$ cat src/rtl/serial_sub_pkg.sv
// rtl/serial_sub_pkg.sv - shared types and helpers for the bit-serial subtractor
package serial_sub_pkg;

  // Sequencer states; encoding is fixed so debug probes read consistent values.
  typedef enum logic [1:0] {
    IDLE = 2'b00,
    RUN  = 2'b01,
    DONE = 2'b10
  } state_t;

  // Bit-counter width: enough to index every operand bit (0..width-1).
  function automatic int cnt_width(input int width);
    return (width < 2) ? 1 : $clog2(width);
  endfunction

endpackage

$ cat src/rtl/full_sub.sv
// rtl/full_sub.sv - one-bit full subtractor cell
module full_sub (
  input  logic a,
  input  logic b,
  input  logic c,
  output logic diff,
  output logic bout
);

  // Difference is the three-way parity; borrow when b+c exceeds a.
  assign diff = a ^ b ^ c;
  assign bout = (~a & b) | (~(a ^ b) & c);

endmodule

$ cat src/rtl/serial_sub_ctrl.sv
// rtl/serial_sub_ctrl.sv - LSB-first bit-serial subtract sequencer around full_sub
module serial_sub_ctrl
  import serial_sub_pkg::*;
#(
  parameter int WIDTH = 8
) (
  input  logic             clk,
  input  logic             rst,
  input  logic             start,
  input  logic [WIDTH-1:0] a,
  input  logic [WIDTH-1:0] b,
  input  logic             bin,
  output logic             busy,
  output logic             done,
  output logic [WIDTH-1:0] diff,
  output logic             bout,
  output logic             zero
);

  localparam int CW = cnt_width(WIDTH);

  state_t           state;
  logic [WIDTH-1:0] a_sr;
  logic [WIDTH-1:0] b_sr;
  logic [WIDTH-1:0] diff_sr;
  logic             borrow;
  logic [CW-1:0]    cnt;

  logic             cell_diff;
  logic             cell_bout;
  logic [WIDTH-1:0] diff_next;

  full_sub u_cell (
    .a    (a_sr[0]),
    .b    (b_sr[0]),
    .c    (borrow),
    .diff (cell_diff),
    .bout (cell_bout)
  );

  // Result bits enter at the top, so after WIDTH steps bit 0 has reached the LSB.
  assign diff_next = {cell_diff, diff_sr[WIDTH-1:1]};

  // Sequencer: operand capture, one bit per cycle in RUN, registered result on the last bit.
  always_ff @(posedge clk) begin
    if (rst) begin
      state   <= IDLE;
      busy    <= 1'b0;
      done    <= 1'b0;
      diff    <= '0;
      bout    <= 1'b0;
      zero    <= 1'b0;
      a_sr    <= '0;
      b_sr    <= '0;
      diff_sr <= '0;
      borrow  <= 1'b0;
      cnt     <= '0;
    end else begin
      done <= 1'b0;
      case (state)
        IDLE, DONE: begin
          if (start) begin
            a_sr    <= a;
            b_sr    <= b;
            borrow  <= bin;
            diff_sr <= '0;
            cnt     <= '0;
            state   <= RUN;
            busy    <= 1'b1;
          end else begin
            state <= IDLE;
            busy  <= 1'b0;
          end
        end
        RUN: begin
          a_sr    <= a_sr >> 1;
          b_sr    <= b_sr >> 1;
          diff_sr <= diff_next;
          borrow  <= cell_bout;
          cnt     <= cnt + CW'(1);
          // The last bit is processed now, so the outputs take the post-shift values.
          if (cnt == CW'(WIDTH - 1)) begin
            state <= DONE;
            busy  <= 1'b0;
            done  <= 1'b1;
            diff  <= diff_next;
            bout  <= cell_bout;
            zero  <= (diff_next == '0);
          end
        end
        default: begin
          state <= IDLE;
          busy  <= 1'b0;
        end
      endcase
    end
  end

endmodule

$ cat config.mk
export PLATFORM = sky130hd
export DESIGN_NAME = serial_sub_ctrl
export DESIGN_NICKNAME = d
export VERILOG_FILES = /design/src/rtl/serial_sub_pkg.sv /design/src/rtl/full_sub.sv /design/src/rtl/serial_sub_ctrl.sv
export SDC_FILE = /design/constraint.sdc
export NUM_CORES = 1
export LEC_CHECK = 0
export BUFFER_PORTS_ARGS = -buffer_cell sky130_fd_sc_hd__buf_2
export CORE_ASPECT_RATIO = 1.1
export CORE_MARGIN = 4
export CORE_UTILIZATION = 35
export DETAILED_ROUTE_END_ITERATION = 8
export SLEW_MARGIN = 20
export SYNTH_ARGS = -nofsm -noshare
export SYNTH_HDL_FRONTEND = slang
export SYNTH_HIERARCHICAL = 1
export SYNTH_SLANG_ARGS = --single-unit
$ cat constraint.sdc
create_clock -name clk -period 1.9 [get_ports clk]
set_clock_uncertainty 0.05 [all_clocks]
set_input_delay 0.19 -clock clk [delete_from_list [all_inputs] [get_ports clk]]
set_output_delay 0.19 -clock clk [all_outputs]
set_load 0.05 [all_outputs]
==> results of run 1 <==
## kinds of logic (layout without fill, tap and decap cells)
logic type / Yosys count / count (layout) / share of synthesized area
buf+inv: 20 / 48 / 0.0619
flops: 41 / 41 / 0.477
fa+ha+maj: 3 / 3 / 0.0262
mux: 8 / 8 / 0.0466
simple gates: 92 / 92 / 0.227
compound gates: 31 / 31 / 0.161
## layer usage
layer / global-route usage / vias to the layer above
li1: - / 712
met1: 0.158 / 628
met2: 0.212 / 31
met3: 0.0392 / 2
met4: 0.0320 / 0
met5: 0 / -
## power by group
group | switching, mW | leakage [nW] | internal, mW
logic | 0.133 | 0.486 | 0.0899
registers | 0.0252 | 0.335 | 0.901
clock network | 0.299 | 0.0681 | 0.522
total | 0.457 | 0.889 | 1.51
## cell usage in the layout, fill, tap and decap left out, drive strengths merged
master / n
inv: 3
o21a: 1
nand3b: 2
nor4: 2
clkinv: 1
a21oi: 15
nor2: 26
nand3: 13
mux2i: 8
and2b: 1
clkbuf: 5
ha: 2
dfxtp: 41
buf: 37
fa: 1
nand2b: 3
a311oi: 15
nand4: 1
bufinv: 2
nand2: 43
nor2b: 1
## worst reg2reg max path, cell delays in order, from the launching register on
cell,delay (ns)
sky130_fd_sc_hd__dfxtp_1,0.33
sky130_fd_sc_hd__ha_1,0.20
sky130_fd_sc_hd__ha_1,0.23
sky130_fd_sc_hd__nand3b_1,0.10
sky130_fd_sc_hd__buf_4,0.21
sky130_fd_sc_hd__mux2i_1,0.21
sky130_fd_sc_hd__nor2_1,0.05
## sequential cells by signal (all words and copies together) (netlist names)
register and cells:
a_sr 8, b_sr 8, borrow 1, bout 1, busy 1, cnt 3
diff 8, diff_sr 7, done 1, state 2, zero 1
## worst max path at each step
stage	start	end	slack (ns)	depth (start not counted)
after CTS	cnt[0]$_SDFFE_PP0P_	diff[5]$_SDFFE_PP0P_	0.39	6
after global placement	cnt[0]$_SDFFE_PP0P_	diff[7]$_SDFFE_PP0P_	0.39	6
after floorplan	cnt[0]$_SDFFE_PP0P_	diff[0]$_SDFFE_PP0P_	0.44	6
final	cnt[0]$_SDFFE_PP0P_	diff[7]$_SDFFE_PP0P_	0.39	6
after global routing	cnt[0]$_SDFFE_PP0P_	diff[7]$_SDFFE_PP0P_	0.28	6
after detailed placement	cnt[0]$_SDFFE_PP0P_	diff[5]$_SDFFE_PP0P_	0.39	6
## through the flow
stage | hold slack [ns] | utilization | cell area [sq um] | cells | power [mW]
3_5_place_dp | 0.386 | 0.410 | 1920 | 271 | 1.17
4_1_cts | 0.0662 | 0.438 | 2050 | 279 | 2.00
5_1_grt | 0.0806 | 0.438 | 2050 | 279 | 2.07
3_3_place_gp | 0.383 | 0.410 | 1920 | 271 | 1.16
6_report | 0.0749 | 0.438 | 2050 | 279 | 1.97
2_1_floorplan | 0.276 | - | 1720 | 195 | 1.11
## layout make-up
| class | instances | area, sq um | share of cell area |
|---|---|---|---|
| Tap cell | 56 | 70.1 | 0.0341 |
| Timing Repair Buffer | 37 | 225 | 0.110 |
| Clock buffer | 5 | 68.8 | 0.0335 |
| Clock inverter | 3 | 65.1 | 0.0317 |
| Inverter | 3 | 11.3 | 0.00548 |
| Sequential cell | 41 | 821 | 0.400 |
| Multi-Input combinational cell | 134 | 792 | 0.386 |
==> flow_metrics.tcl, run 1 <==
set metrics [dict create \
    maxCapViolCount 0 \
    top_layer_used "met4" \
    critical-path-top-delay-family "adder cells" \
    post_synth_most_frequent_cells "43 x sky130_fd_sc_hd__nand2_1, 41 x sky130_fd_sc_hd__dfxtp_1, 26 x sky130_fd_sc_hd__nor2_1, 15 x sky130_fd_sc_hd__a21oi_1, 13 x sky130_fd_sc_hd__nand3_1" \
    syn_nets 218 \
    result_of_the_run "completed" \
    hold_violations 0 \
    fp.dieH_um 81.5 \
    postSynthAreaPerCell_sq_um 8.82 \
    period_needed_ns 1.51 \
    worstSetupPathType "flip-flop to flip-flop" \
    route.vias.total 1373 \
    clock_latency_late_sink_ns 0.29 \
    met3WireLength_um 223 \
    holdPathStages 3 \
    antenna_found_initial 0 \
    hold-path-endpoint "b_sr[7]$_SDFFE_PP0P_" \
    worst-r2r-cell-count 6 \
    die_footprint_sq_um 6100 \
    first_drt_iteration_drcs 64 \
    synth_top_area_cell "sky130_fd_sc_hd__dfxtp_1" \
    worst_slew_margin_rel 0.686 \
    critPathBufInv 1 \
    floorplan.core_area_sq_um 4680 \
    ctsHoldBuffers 0 \
    synth-edff-count 0 \
    finalWeightedCongestion 0.730 \
    grt_pass1_wl_um 6070 \
    cts.clk_slew.worst_paths_ns 0.08 \
    postSynth.asyncResetShare 0 \
    yosysMostFrequentCell "sky130_fd_sc_hd__nand2_1" \
    cellPowerDensity_nw_per_um2 959 \
    vias_in_the_first_global_route 1341 \
    initial_core_util 0.367 \
    ys_warn_count 6 \
    tritoncts_num_sinks 41 \
    max_freq_mhz 664 \
    num-fill-cells 493 \
    avgViaCountPerCell 4.92 \
    crit_path_cell_trace "ha_1 -> ha_1 -> nand3b_1 -> buf_4 -> mux2i_1 -> nor2_1" \
    global_route.usage.total 0.127 \
    crit-reg2reg-capture "diff[7]$_SDFFE_PP0P_" \
    post_synth_inst_count 195 \
    routedWlPerCell_um 12.4 \
    netlist-cell-type-count 23 \
    critPathMostFrequentCell "sky130_fd_sc_hd__ha_1" \
    postRouteAntennaNets 0 \
    worst-slew-pin-transition_ns 0.471 \
    synth_area_leaders "sky130_fd_sc_hd__dfxtp_1 48%, sky130_fd_sc_hd__nand2_1 9.4%, sky130_fd_sc_hd__a311oi_2 8.7%" \
    worst-r2r-setup-slack_ns 0.39 \
    core.rowCount 26 \
    slowest_delay_ns 0.33 \
    max-vdd-ir-drop_mv 0.416 \
    root_buffer "sky130_fd_sc_hd__clkbuf_8" \
    chipWidth_um 74.8 \
    top_ports 32 \
    start_kind "flip-flop" \
    critPathRequiredTime_ns 2.02 \
    cts_max_path_buffers 2 \
    drc 0 \
    detailed_place_hpwl_um 2300 \
    cts_inserted_buffers 5 \
    antenna_cells_inserted 0 \
    timing.final.setup_violations 0 \
    synthesized_cell_area_sq_um 1720 \
    layout.nets 245 \
    clock_tree.htree_level_count 2 \
    area_growth_syn_to_layout_pct 19.4 \
    ys_seq_area_frac 0.477 \
    fin_crit_sh 0.793 \
    maximum_number_of_pins_on_one_net_before_global_route_repair 44 \
    synth_top_cell_area_share 0.477 \
    met2WireLength_um 1570 \
    detail_route.wirelength_um 3460 \
    route.layer.met1.wl_um 1650 \
    synth_seq_cells 41 \
    layout-drive-gt1-share 0.247 \
    first_pass_iteration_count_of_the_detailed_router 4 \
    final.setup.tns_ns 0 \
    post_cts_resize_count 0 \
    rsz0062_at_grt "false" \
    worstPathMaxFanout 12 \
    input_output_buffers 31 \
    setup_ws_ns 0.393 \
    worst_setup_path_end_kind "flip-flop" \
    global_route.overflow_total 0 \
    critical_path_arrival_ns 1.63 \
    crit-reg2reg-launch "cnt[0]$_SDFFE_PP0P_" \
    cts_setup_buffers 0 \
    hold_wc_path_type "input pin to flip-flop" \
    hold_start "b[7]" \
    number_of_max_slew_violations_in_the_final_report 0 \
    placement.setup.worst_slack_ns 0.394 \
    synth_ff_type "sky130_fd_sc_hd__dfxtp_1" \
    power.static_leakage_nw 0.889 \
    tritoncts_clock_tree "done" \
    cpMaxStageDelayCell "sky130_fd_sc_hd__dfxtp_1" \
]
No activity file was read; power rests on OpenSTA's default activity.
==> run 2: changes to the inputs <==
==> constraint.sdc (replaced) <==
create_clock -name clk -period 1.35 [get_ports clk]
set_clock_uncertainty 0.05 [all_clocks]
set_input_delay 0.135 -clock clk [delete_from_list [all_inputs] [get_ports clk]]
set_output_delay 0.135 -clock clk [all_outputs]
set_load 0.05 [all_outputs]
==> flow_metrics.tcl, run 2 (synthesis results as in run 1) <==
set metrics [dict create \
    result_of_the_run "complete, but fails checks" \
    failed_checks "setup timing" \
    initial_core_util 0.367 \
    num-fill-cells 498 \
    fp.dieH_um 81.5 \
    critPathRequiredTime_ns 1.54 \
    cellInternalPower_mw 1.98 \
    timing.final.setup_violations 1 \
    switching_power_of_the_nets_mw 0.671 \
    top_ports 32 \
    avgViaCountPerCell 4.91 \
    maxCapViolCount 0 \
    tritoncts_num_sinks 41 \
    worst-slew-pin-transition_ns 0.270 \
    cpMaxStageDelayCell "sky130_fd_sc_hd__fa_1" \
    total_area_of_multi_input_combinational_cells_sq_um 835 \
    number_of_max_slew_violations_in_the_final_report 0 \
    global_route.overflow_total 0 \
    grt_pass1_wl_um 5600 \
    route.vias.total 1404 \
    clock_latency_late_sink_ns 0.29 \
    start_kind "flip-flop" \
    period_needed_ns 1.39 \
    maximum_number_of_pins_on_one_net_before_global_route_repair 36 \
    vias_in_the_first_global_route 1268 \
    worstSetupPathType "flip-flop to flip-flop" \
    worst_slew_margin_rel 0.818 \
    place.detailed.instances 277 \
    cts_max_path_buffers 2 \
    input_output_buffers 31 \
    global_route.usage.total 0.118 \
    routedWlPerCell_um 11.9 \
    mostFrequentLayoutCell "sky130_fd_sc_hd__nand2_1" \
    root_buffer "sky130_fd_sc_hd__clkbuf_8" \
    switching_share 0.253 \
    worstPathMaxFanout 2 \
    area_growth_syn_to_layout_pct 25.6 \
    critPathBufInv 1 \
    power_frac_seq 0.492 \
    combinationalPowerShare 0.133 \
    worst-r2r-setup-slack_ns -0.04 \
    whs_ns 0.0231 \
    rsz0062_at_grt "true" \
    first_pass_iteration_count_of_the_detailed_router 4 \
    cts.clk_slew.worst_paths_ns 0.08 \
    finalInstanceArea_sq_um 2160 \
    detail_route.wirelength_um 3410 \
    worst_setup_path_end_kind "flip-flop" \
    tritoncts_clock_tree "done" \
    seqCellArea_sq_um 826 \
    top_layer_used "met4" \
    final.setup.tns_ns -0.0367 \
    route.layer.met1.wl_um 1650 \
    critical-path-top-delay-family "adder cells" \
    cellPowerDensity_nw_per_um2 1230 \
    first_drt_iteration_drcs 40 \
    finalWeightedCongestion 0.740 \
    final_cell_count_without_fillers 286 \
    critical_path_arrival_ns 1.57 \
    fin_crit_sh 1.03 \
    slowest_delay_ns 0.49 \
    most-common-layout-cells "43 x sky130_fd_sc_hd__nand2_1, 37 x sky130_fd_sc_hd__dfxtp_1, 31 x sky130_fd_sc_hd__buf_2" \
    die_footprint_sq_um 6100 \
    layout.nets 252 \
    hold_wc_path_type "input pin to flip-flop" \
    met3WireLength_um 197 \
    top_regs "a_sr: 8 flops, b_sr: 8 flops, diff: 8 flops" \
    floorplan.core_area_sq_um 4680 \
    max_freq_mhz 721 \
    holdPathStages 3 \
    placement.setup.worst_slack_ns -0.0439 \
    worst-r2r-cell-count 5 \
    drc 0 \
    met2WireLength_um 1520 \
    max-vdd-ir-drop_mv 0.648 \
    power.static_leakage_nw 0.921 \
    chipWidth_um 74.8 \
    detailed_place_hpwl_um 2340 \
    clock_power_share 0.375 \
    cts_inserted_buffers 5 \
    antenna_cells_inserted 0 \
    clock_tree.htree_level_count 2 \
    dpl-instance-area_sq_um 2020 \
    layout-drive-gt1-share 0.313 \
    postRouteAntennaNets 0 \
    antenna_found_initial 0 \
    crit_path_cell_trace "inv_2 -> fa_1 -> nor4_2 -> nand4_1 -> a21oi_2" \
    worst-path-stages 5 \
    setup_ws_ns -0.0367 \
    hold_violations 0 \
    core.rowCount 26 \
]
## run 2: cell count changes in the layout (fill, tap and decap cells not counted), moves of 2 or more
cell,before,now
sky130_fd_sc_hd__ha_4,0,2
sky130_fd_sc_hd__buf_12,2,4
sky130_fd_sc_hd__dfxtp_1,41,37
sky130_fd_sc_hd__ha_1,2,0
sky130_fd_sc_hd__buf_4,4,9
sky130_fd_sc_hd__dfxtp_2,0,4
## run 2: final timing paths
path,start,endpoint
setup / recovery,b_sr[0]$_SDFFE_PP0P_,zero$_SDFFE_PP0P_
hold / removal,b[7],b_sr[7]$_SDFFE_PP0P_
setup reg to reg,b_sr[0]$_SDFFE_PP0P_,zero$_SDFFE_PP0P_
hold reg to reg,bout$_SDFFE_PP0P_,bout$_SDFFE_PP0P_
## run 2: per-layer routing
metal  GRT usage  vias to the layer above
met3      0.0330                        4
met4      0.0427                        0
li1            -                      731
met2       0.188                       40
met1       0.151                      629
met5           0                        -
## run 2: worst reg2reg max path, delay by kind of cell, from the launching register on
family	cells	cell delay (ns)
compound gates	1	0.13
fa+ha+maj	1	0.49
buf+inv	1	0.04
flops	1	0.34
simple gates	2	0.29
## run 2: repair_timing
| item | CTS | global route |
|---|---|---|
| buffers inserted | 0 | 1 |
| pin swaps | 0 | 0 |
| endpoints found under the setup margin | 1 | 13 |
| hold endpoints to repair | 0 | 0 |
| hold buffers | 0 | 0 |
| gates resized for setup | 3 | 3 |
## run 2: power groups by stage
stage	Clock, mW	Combinational (mW)	Sequential [mW]
floorplan	0	0.236	1.33
global placement	0	0.342	1.33
detailed placement	0	0.348	1.33
CTS	1.04	0.349	1.31
global route	1.08	0.390	1.31
finish	0.995	0.353	1.31
## run 2: layout make-up
class | count | area share
Multi-Input combinational cell | 134 | 0.386
Sequential cell | 41 | 0.382
Timing Repair Buffer | 44 | 0.140
Tap cell | 56 | 0.0324
Clock buffer | 5 | 0.0319
Clock inverter | 3 | 0.0214
Inverter | 3 | 0.00521
## run 2: per-stage QoR
stage	utilization	power [mW]
6_report	0.461	2.65
3_3_place_gp	0.431	1.67
2_1_floorplan	-	1.57
3_5_place_dp	0.431	1.68
4_1_cts	0.456	2.69
5_1_grt	0.461	2.78
